==> src/rtl/bit_deserializer_32_pkg.sv <==
// bit_deserializer_32_pkg: shared width, index width and last-index constants
// for the serial deserializer and the mux-based serializer path.
package bit_deserializer_32_pkg;
    localparam int DESER_WIDTH = 32;
    localparam int DESER_IDX_W = 5;
    localparam logic [DESER_IDX_W-1:0] LAST_IDX = 5'd31;
endpackage

==> src/rtl/one_bit_decoder_32.sv <==
// one_bit_decoder_32: 5-to-32 one-hot decoder with enable.
// Ports: select (bit index), en (gate), onehot (one bit set when en=1, else 0).
module one_bit_decoder_32
    import bit_deserializer_32_pkg::*;
(
    input  logic [DESER_IDX_W-1:0] select,
    input  logic                   en,
    output logic [DESER_WIDTH-1:0] onehot
);
    // 2-to-4 on select[4:3] picks one of four 3-to-8 decoders,
    // matching the 8/8/8/8 split of the mux tree.
    logic [3:0] grp;
    always_comb grp = en ? (4'b0001 << select[4:3]) : 4'b0000;
    for (genvar g = 0; g < 4; g++) begin : g_dec
        assign onehot[8*g +: 8] = grp[g] ? (8'b0000_0001 << select[2:0]) : 8'b0000_0000;
    end
endmodule

==> src/rtl/bit_deserializer_32.sv <==
// bit_deserializer_32: assembles an LSB-first serial bit stream into 32-bit words.
// Ports: clock/reset (sync, active-high); clear flushes the partial word;
// bit_in/bit_valid/bit_ready serial input handshake; word_out/out_valid/out_ready
// output register handshake; index is the next bit position to be written.
module bit_deserializer_32
    import bit_deserializer_32_pkg::*;
#(
    parameter int WIDTH = DESER_WIDTH,
    parameter int IDX_W = DESER_IDX_W
) (
    input  logic             clock,
    input  logic             reset,
    input  logic             clear,
    input  logic             bit_in,
    input  logic             bit_valid,
    output logic             bit_ready,
    output logic [WIDTH-1:0] word_out,
    output logic             out_valid,
    input  logic             out_ready,
    output logic [IDX_W-1:0] index
);
    logic [WIDTH-1:0] assembly;
    logic [WIDTH-1:0] assembly_next;
    logic [WIDTH-1:0] wr_en;
    logic             accept;
    logic             last;

    // Only the word-completing bit can stall, and only when the output is still held.
    assign bit_ready = !clear && !(index == LAST_IDX && out_valid && !out_ready);
    assign accept    = bit_valid && bit_ready;
    assign last      = accept && index == LAST_IDX;

    // Bit 31 goes straight to word_out, so the decoder only writes bits 0..30.
    one_bit_decoder_32 u_dec (
        .select (index),
        .en     (accept && !last),
        .onehot (wr_en)
    );

    always_comb assembly_next = (assembly & ~wr_en) | (wr_en & {WIDTH{bit_in}});

    always_ff @(posedge clock) begin
        if (reset) begin
            index     <= '0;
            assembly  <= '0;
            word_out  <= '0;
            out_valid <= 1'b0;
        end else begin
            if (clear || last) begin
                index    <= '0;
                assembly <= '0;
            end else if (accept) begin
                index    <= index + IDX_W'(1);
                assembly <= assembly_next;
            end
            if (last) begin
                word_out  <= {bit_in, assembly[WIDTH-2:0]};
                out_valid <= 1'b1;
            end else if (out_valid && out_ready) begin
                out_valid <= 1'b0;
            end
        end
    end
endmodule

==> config.mk <==
export PLATFORM = sky130hd
export DESIGN_NAME = bit_deserializer_32
export DESIGN_NICKNAME = d
export VERILOG_FILES = /design/src/rtl/bit_deserializer_32_pkg.sv /design/src/rtl/one_bit_decoder_32.sv /design/src/rtl/bit_deserializer_32.sv
export SDC_FILE = /design/constraint.sdc
export NUM_CORES = 1
export LEC_CHECK = 0
export ABC_AREA = 0
export CORE_MARGIN = 2
export CORE_UTILIZATION = 40
export CTS_CLUSTER_SIZE = 16
export DETAILED_ROUTE_END_ITERATION = 7
export GPL_TIMING_DRIVEN = 1
export PLACE_DENSITY_LB_ADDON = 0.1
export REMOVE_ABC_BUFFERS = 1
export SYNTH_ARGS = -nofsm -noshare
export SYNTH_HDL_FRONTEND = slang
export SYNTH_SLANG_ARGS = --single-unit
export TNS_END_PERCENT = 20
==> constraint.sdc <==
create_clock -name clock -period 2.3 [get_ports clock]
set_input_delay 0.575 -clock clock [delete_from_list [all_inputs] [get_ports clock]]
set_output_delay 0.575 -clock clock [all_outputs]
set_load 0.03 [all_outputs]
==> results.toml, run 1 <==
[clocking]
cts_tree = "built"
cts_buffers = 9
h-tree-depth = 3
clk_latency_ns = 0.34
ctsHoldBuffers = 0
clockBufferDepth = 2
path_clk_slew_ns = 0.07
root_buffer = "clkbuf_8"
clock_sinks = 69

[logic_synthesis]
synth_cell_type_count = 28
yosys.area_share.simple_pct = 17.0
avgSynthCellArea_um2 = 9.17
synthCells = 355
netlist_area_um2 = 3260
ys_ff_latch = 69
synth_xor_area_share_pct = 0
synth_top_family_by_area = "compound AO/OA/AOI/OAI gates"
synth_edf_count = 0
async_flop_share_pct = 0
synthMuxAreaShare_pct = 9.53
synthFlopType = "dfxtp_1"
yosysWarnings = 0
synth.yosys.seq_area_share_pct = 42.4
synth_compound_area_share_pct = 21.7
synthAdderAreaFrac_pct = 2.69

[route]
vias = 2815
drtPass1Iterations = 4
wl_um = 8600
drt_iter0_markers = 134
ant_nets = 0
drc_errors = 0
vias_per_cell = 5.59
wl_per_cell_um = 17.1

[global_route]
grt_max_degree = 34
grt-ovfl-total = 0
grt_pass1_wl_um = 14300
grt_usage_pct = 20.7
grt_antenna_before_repair = 0
grt_pass1_vias = 2666

[floorplan]
die_h_um = 94.2
coreArea_um2 = 7810
die-area_um2 = 8880
rows = 32
initial_core_util_pct = 41.7
ios = 45
die_width_um = 94.2

[critical_path]
cp-start-kind = "flop"
arrival_ns = 1.67
worstPathRequired_ns = 1.73
cp_max_fo = 5
path_class = "reg2out"
endpoint_kind = "primary output"

[job]
drv_cap = 0

[cells_and_area]
fin_nets = 410
fillers = 761
fin_area_um2 = 4160
seq_area_um2 = 1380
antenna_cells = 0
multi_input_area_um2 = 1700
drive_gt1_share_pct = 14.4
syn_to_final_growth_pct = 27.7

[power]
total_power_mw = 2.30
irDropWorstVdd_mv = 0.379
power.density_nw_per_um2 = 553
p_leak_nw = 1.52

[sta]
worst_pin_slew_ns = 0.424
tns_ns = 0
drv_slew = 0
rsz0062_at_grt = "no"
finalCritPeriodShare_pct = 97.7
setup_viol = 0
fmax_mhz = 445
max-slew-margin-rel_pct = 71.6
final.setup_skew_ns = 0.00705
fin_crit_ns = 2.25
hold_violations = 0
timing.final.ws_setup_ns = 0.0532

[worst_hold_path]
hp-class = "reg2reg"

[placement]
dpl_cell_area_um2 = 3930
gp_congestion = 0.828
dpl.hpwl_um = 5620
port_buffers = 44
pre_cts_ws_ns = 0.0839

[status]
status = "finished clean"
-- cells in the mapped netlist (3+ instances only) --
master     n  area [µm²]
nor2_1     3        11.3
o21ai_0    3        15.0
o31ai_1   33         248
dfxtp_1   69        1380
nor2b_1    7        43.8
o211ai_1  32         240
mux2i_1   31         310
clkbuf_1  24        90.1
nand4_1   38         238
ha_1       7        87.6
nand3_1   13        65.1
nand2_1   15        56.3
a21oi_1   38         190
nor3b_1    3        22.5
inv_1      4        15.0
buf_2     20         100
-- where the power goes --
group          total [mW]  internal (mW)  switching [mW]
clock network       0.984          0.523           0.460
logic               0.121         0.0420          0.0793
registers            1.20           1.20         0.00135
total                2.30           1.76           0.541
-- routing by layer --
metal	track usage, %	wire length (µm)	vias up
met1	28.3	4280	1333
met3	3.37	250	9
li1	-	-	1429
met5	0	0	-
met2	32.6	3970	44
met4	7.97	96	0
-- layout by cell type, fill, tap and decap left out, types with 2 or more instances in the layout --
cell / instances
nor2b_1: 5
and3b_1: 2
clkbuf_8: 10
mux2i_1: 31
nor3b_1: 3
o211ai_1: 32
o31ai_1: 33
nand4_1: 38
nand2_1: 15
nand2b_1: 2
buf_12: 5
clkdlybuf4s50_1: 43
dfxtp_1: 69
buf_4: 27
a21oi_1: 38
ha_1: 5
inv_1: 4
clkinv_2: 4
o21ai_0: 3
nand3_1: 13
nand4b_1: 2
-- repair_timing --
item                       in CTS  in global routing
gates resized for setup         7                  0
setup buffers                   0                  1
pin swaps                       0                  1
setup endpoints to repair       1                  1
-- critical path: stages (launching register included) --
cell and delay, ns:
dfxtp_1 0.34, ha_2 0.19, and3_4 0.20, ha_4 0.17, and3b_4 0.24, nor2_4 0.04, buf_6 0.15
-- stage by stage --
step | hold WS [ns] | utilization, % | instances
final | 0.466 | 53.3 | 504
after floorplan | 0.441 | - | 310
after global placement | 0.456 | 50.3 | 487
after CTS | 0.470 | 53.2 | 503
after global routing | 0.479 | 53.3 | 504
after detailed placement | 0.461 | 50.3 | 487
-- path summary, 6_finish.rpt --
check	slack, ns	start	to	cells past startpoint
min	0.47	flop	word_out[28]	2
max	0.05	index[1]	bit_ready	6
min reg2reg	0.47	flop	word_out[28]	2
max reg2reg	0.26	index[1]	index[3]	8
-- final cells by class --
class	instances	share of cell area [%]
multi-input cells	237	40.9
clock inverters	5	1.20
repair buffers	76	17.9
inverters	4	0.361
clock buffers	11	3.40
flip-flops and latches	69	33.2
well taps	102	3.07
-- logic make-up (layout without fill, tap and decap cells) --
family                   count (synthesis)  in the layout
buffers and inverters                   49             96
AND/OR/NAND/NOR                         91             91
AO/OA/AOI/OAI                          108            108
adder cells (fa/ha/maj)                  7              7
multiplexers                            31             31
flip-flops                              69             69
Note: power is estimated with default switching activity, not from simulation.
==> run 2: changes to the inputs <==
--- a/config.mk
+++ b/config.mk
@@ -11,7 +11,6 @@
 export CTS_CLUSTER_SIZE = 16
 export DETAILED_ROUTE_END_ITERATION = 7
 export GPL_TIMING_DRIVEN = 1
-export PLACE_DENSITY_LB_ADDON = 0.1
 export REMOVE_ABC_BUFFERS = 1
 export SYNTH_ARGS = -nofsm -noshare
 export SYNTH_HDL_FRONTEND = slang
==> run 2 against run 1 <==
- hold slack improved by 0.00099 ns
- non-clock buffer count shrank 3
- critical path depth did not move
- final cell count is 0.60% lower
- first-iteration DRC count rose by 4.5%
- clock skew up 0.0014 ns
==> results.toml, run 2 (synthesis gave the netlist of run 1 again) <==
[placement]
gp_congestion = 0.863
pre_cts_ws_ns = 0.100
port_buffers = 44
dpl_cell_area_um2 = 3860
dpl.hpwl_um = 5490

[worst_hold_path]
holdPathEnd = "word_out[3]"
hp-start = "word_out[3]"
hp-class = "reg2reg"
hold_depth = 2

[power]
irDropWorstVdd_mv = 0.346
total_power_mw = 2.54
power.density_nw_per_um2 = 613
p_leak_nw = 1.51

[clocking]
h-tree-depth = 3
clockBufferDepth = 2
path_clk_slew_ns = 0.07
ctsHoldBuffers = 0
clk_latency_ns = 0.34
cts_tree = "built"
root_buffer = "clkbuf_8"
cts_buffers = 9
clock_sinks = 69

[sta]
final.setup_skew_ns = 0.00840
fmax_mhz = 447
tns_ns = 0
rsz0062_at_grt = "no"
drv_slew = 0
timing.final.ws_setup_ns = 0.0652
worst_pin_slew_ns = 0.387
setup_viol = 0
max-slew-margin-rel_pct = 74.0
fin_crit_ns = 2.23
finalCritPeriodShare_pct = 97.2
hold_violations = 0

[cells_and_area]
layout_common_cells = "dfxtp_1, clkdlybuf4s50_1, a21oi_1, nand4_1, o31ai_1"
syn_to_final_growth_pct = 27.3
antenna_cells = 0
utilization_pct = 53.1
fin_area_um2 = 4150
fin_nets = 407
layout_commonest_cell = "dfxtp_1"
drive_gt1_share_pct = 14.0

[floorplan]
die-area_um2 = 8880
rows = 32
die_h_um = 94.2
initial_core_util_pct = 41.7
ios = 45
die_width_um = 94.2
coreArea_um2 = 7810

[critical_path]
arrival_ns = 1.66
reg2reg_to = "index[1]"
rrSetupSlack_ns = 0.27
r2r_start = "index[1]"
r2r_cells = 8
endpoint_kind = "primary output"
cp-start-kind = "flop"
worstPathRequired_ns = 1.73
path_class = "reg2out"
cp_max_fo = 5

[route]
drt_iter0_markers = 140
vias = 2879
drtPass1Iterations = 4
ant_nets = 0
wl_um = 8460
drc_errors = 0
wl_per_cell_um = 16.9
vias_per_cell = 5.75

[global_route]
grt_pass1_wl_um = 13900
grt-ovfl-total = 0
grt_max_degree = 36
grt_antenna_before_repair = 0
grt_pass1_vias = 2674
grt_usage_pct = 19.8

[job]
drv_cap = 0

[status]
status = "finished clean"
[run 2: power by group]
part,internal [mW],switching [mW],leakage (nW)
Combinational,0.0378,0.0783,0.835
Sequential,1.20,0.00129,0.556
Clock,0.748,0.481,0.119
[run 2: final cells by class]
cell class	instances	area (µm²)
tap	102	128
sequential	69	1380
inverter	4	15.0
multi-input combinational	237	1690
clock inverter	6	110
clock buffer	10	138
timing repair buffer	73	681
fill	740	3660
[run 2: timing repair]
action,CTS,global route
pin swaps,0,1
resized for setup,4,1
setup endpoints to repair,1,1
setup buffers,0,2
[run 2: per-layer routing]
metal	global-route usage [%]	wire length, µm
met1	27.6	4160
met2	30.8	3890
met3	3.21	288
met4	7.37	115
met5	0	0
[run 2: worst max path at each step]
stage                          from         to  cells past startpoint
after floorplan           out_valid       flop                      3
after global placement        clear       flop                      4
after detailed placement      clear       flop                      4
after CTS                  index[1]  bit_ready                      6
after global routing       index[1]  bit_ready                      6
final                      index[1]  bit_ready                      6
[run 2: worst max-delay path, cell delays in order, from the launching register on]
cell and delay, ns:
dfxtp_1 0.35, ha_2 0.20, and3_4 0.19, ha_4 0.16, and3b_4 0.20, nor2_1 0.04, buf_4 0.17
[run 2: through the flow]
stage | std cells | hold slack [ns]
final | 501 | 0.467
after global placement | 483 | 0.455
after floorplan | 310 | 0.441
after global routing | 501 | 0.488
after detailed placement | 483 | 0.460
after CTS | 499 | 0.471
==> run 3: changes to the inputs <==
--- a/config.mk
+++ b/config.mk
@@ -10,7 +10,7 @@
 export CORE_UTILIZATION = 40
 export CTS_CLUSTER_SIZE = 16
 export DETAILED_ROUTE_END_ITERATION = 7
-export GPL_TIMING_DRIVEN = 1
+export GPL_TIMING_DRIVEN = 0
 export REMOVE_ABC_BUFFERS = 1
 export SYNTH_ARGS = -nofsm -noshare
 export SYNTH_HDL_FRONTEND = slang
==> run 3 against run 2 <==
- utilization is 0.13 points lower
- sequential power hardly changed
- maximum frequency is 2.3% lower
- largest power group unchanged
==> results.toml, run 3 (synthesis gave the netlist of run 1 again) <==
[clocking]
h-tree-depth = 3
clockBufferDepth = 2
root_buffer = "clkbuf_8"
clk_latency_ns = 0.35
clock_sinks = 69
path_clk_slew_ns = 0.08
cts_tree = "built"
cts_buffers = 9

[global_route]
grt_max_degree = 38
grt_antenna_before_repair = 0
grt-ovfl-total = 0
grt_pass1_vias = 2693
grt_pass1_wl_um = 13900
grt_usage_pct = 20.0

[floorplan]
ios = 45
die-area_um2 = 8880
die_width_um = 94.2
initial_core_util_pct = 41.7
coreArea_um2 = 7810
rows = 32
die_h_um = 94.2

[critical_path]
cp_max_fo = 6
arrival_ns = 1.71
cpLargestDelayFamily = "simple AND/OR/NAND/NOR gates"
endpoint_kind = "primary output"
rrSetupSlack_ns = 0.13
r2r_cells = 7
path_class = "reg2out"
reg2reg_to = "word_out[2]"
slowest_delay_ns = 0.37
r2r_start = "index[0]"
crit_chain = "ha_2 > and3_1 > ha_4 > and3b_4 > nor2_4 > buf_6"
worstPathRequired_ns = 1.73
cp-start-kind = "flop"
crit_buf_inv = 1
cpMaxStageDelayCell = "dfxtp_4"

[worst_hold_path]
hp-class = "reg2reg"
holdPathEnd = "word_out[28]"
hold_depth = 2

[route]
vias_per_cell = 5.87
drt_iter0_markers = 169
ant_nets = 0
wl_per_cell_um = 17.8
drtPass1Iterations = 4
drc_errors = 0
vias = 2865
wl_um = 8690

[placement]
pre_cts_ws_ns = -2.63
port_buffers = 44
gp_congestion = 0.715
dpl_cell_area_um2 = 3720
dpl.hpwl_um = 4690
dp_cells = 461

[sta]
worst_hold_slack_ns = 0.467
final.setup_skew_ns = 0.0115
setup_viol = 0
drv_slew = 0
fin_crit_ns = 2.29
rsz0062_at_grt = "yes"
max-slew-margin-rel_pct = 46.6
worst_pin_slew_ns = 0.799
tns_ns = 0
timing.final.ws_setup_ns = 0.0116
finalCritPeriodShare_pct = 99.5
fmax_mhz = 437
hold_violations = 0

[cells_and_area]
fillers = 733
syn_to_final_growth_pct = 27.0
fin_cells = 488
drive_gt1_share_pct = 13.5
utilization_pct = 53.0
layout_common_cells = "dfxtp_1, clkdlybuf4s50_1, a21oi_1, nand4_1, o31ai_1"
antenna_cells = 0
seq_area_um2 = 1400
multi_input_area_um2 = 1730
fin_nets = 394
layout_commonest_cell = "dfxtp_1"
fin_area_um2 = 4140

[job]
drv_cap = 0

[power]
p_leak_nw = 1.47
total_power_mw = 2.55
power.density_nw_per_um2 = 616
irDropWorstVdd_mv = 0.318

[status]
status = "finished clean"
==> run 3: metal layers <==
layer | wire, µm | vias to the layer above | share of wire, % | GRT usage [%]
met5 | 0 | - | 0 | 0
met4 | 105 | 0 | 1.2 | 7.97
met3 | 327 | 9 | 3.8 | 3.45
met2 | 4180 | 58 | 48 | 32.3
met1 | 4070 | 1392 | 47 | 26.5
li1 | - | 1406 | - | -
==> run 3: worst max-delay path by stage <==
| stage | startpoint | endpoint | cells past startpoint | slack, ns |
|---|---|---|---|---|
| finish | index[0] | bit_ready | 6 | 0.01 |
| global route | index[3] | bit_ready | 5 | -0.06 |
| CTS | index[0] | bit_ready | 6 | -0.03 |
| detailed placement | index[3] | flop | 6 | -2.63 |
| global placement | out_ready | flop | 4 | -5.19 |
| floorplan | out_valid | flop | 3 | -2.16 |
==> run 3: what timing repair did <==
item                                    in CTS  in global routing
endpoints found under the setup margin      72                 48
hold buffers                                 0                  0
buffers inserted                            10                  0
pin swaps                                    3                  0
cloned                                       0                  1
resized for setup                           23                 10
==> run 3: layout make-up <==
cell class	count	share of cell area, %
multi-input cells	237	41.9
clock buffers	10	3.33
inverters	4	0.454
well taps	102	3.09
clock inverters	6	2.66
flip-flops and latches	69	33.8
repair buffers	59	14.6
repair inverters	1	0.182
==> run 3: power by group <==
group	total [mW]	internal (mW)	leakage (nW)	switching (mW)
logic	0.118	0.0405	0.790	0.0776
registers	1.20	1.19	0.559	0.00479
clock network	1.23	0.748	0.119	0.483
==> run 3: worst reg2reg max path: stages (launching register included) <==
cell and delay, ns:
dfxtp_4 0.38, ha_2 0.20, and3_1 0.21, ha_4 0.15, buf_4 0.23, clkinvlp_4 0.41
o31ai_1 0.36, a21oi_1 0.10
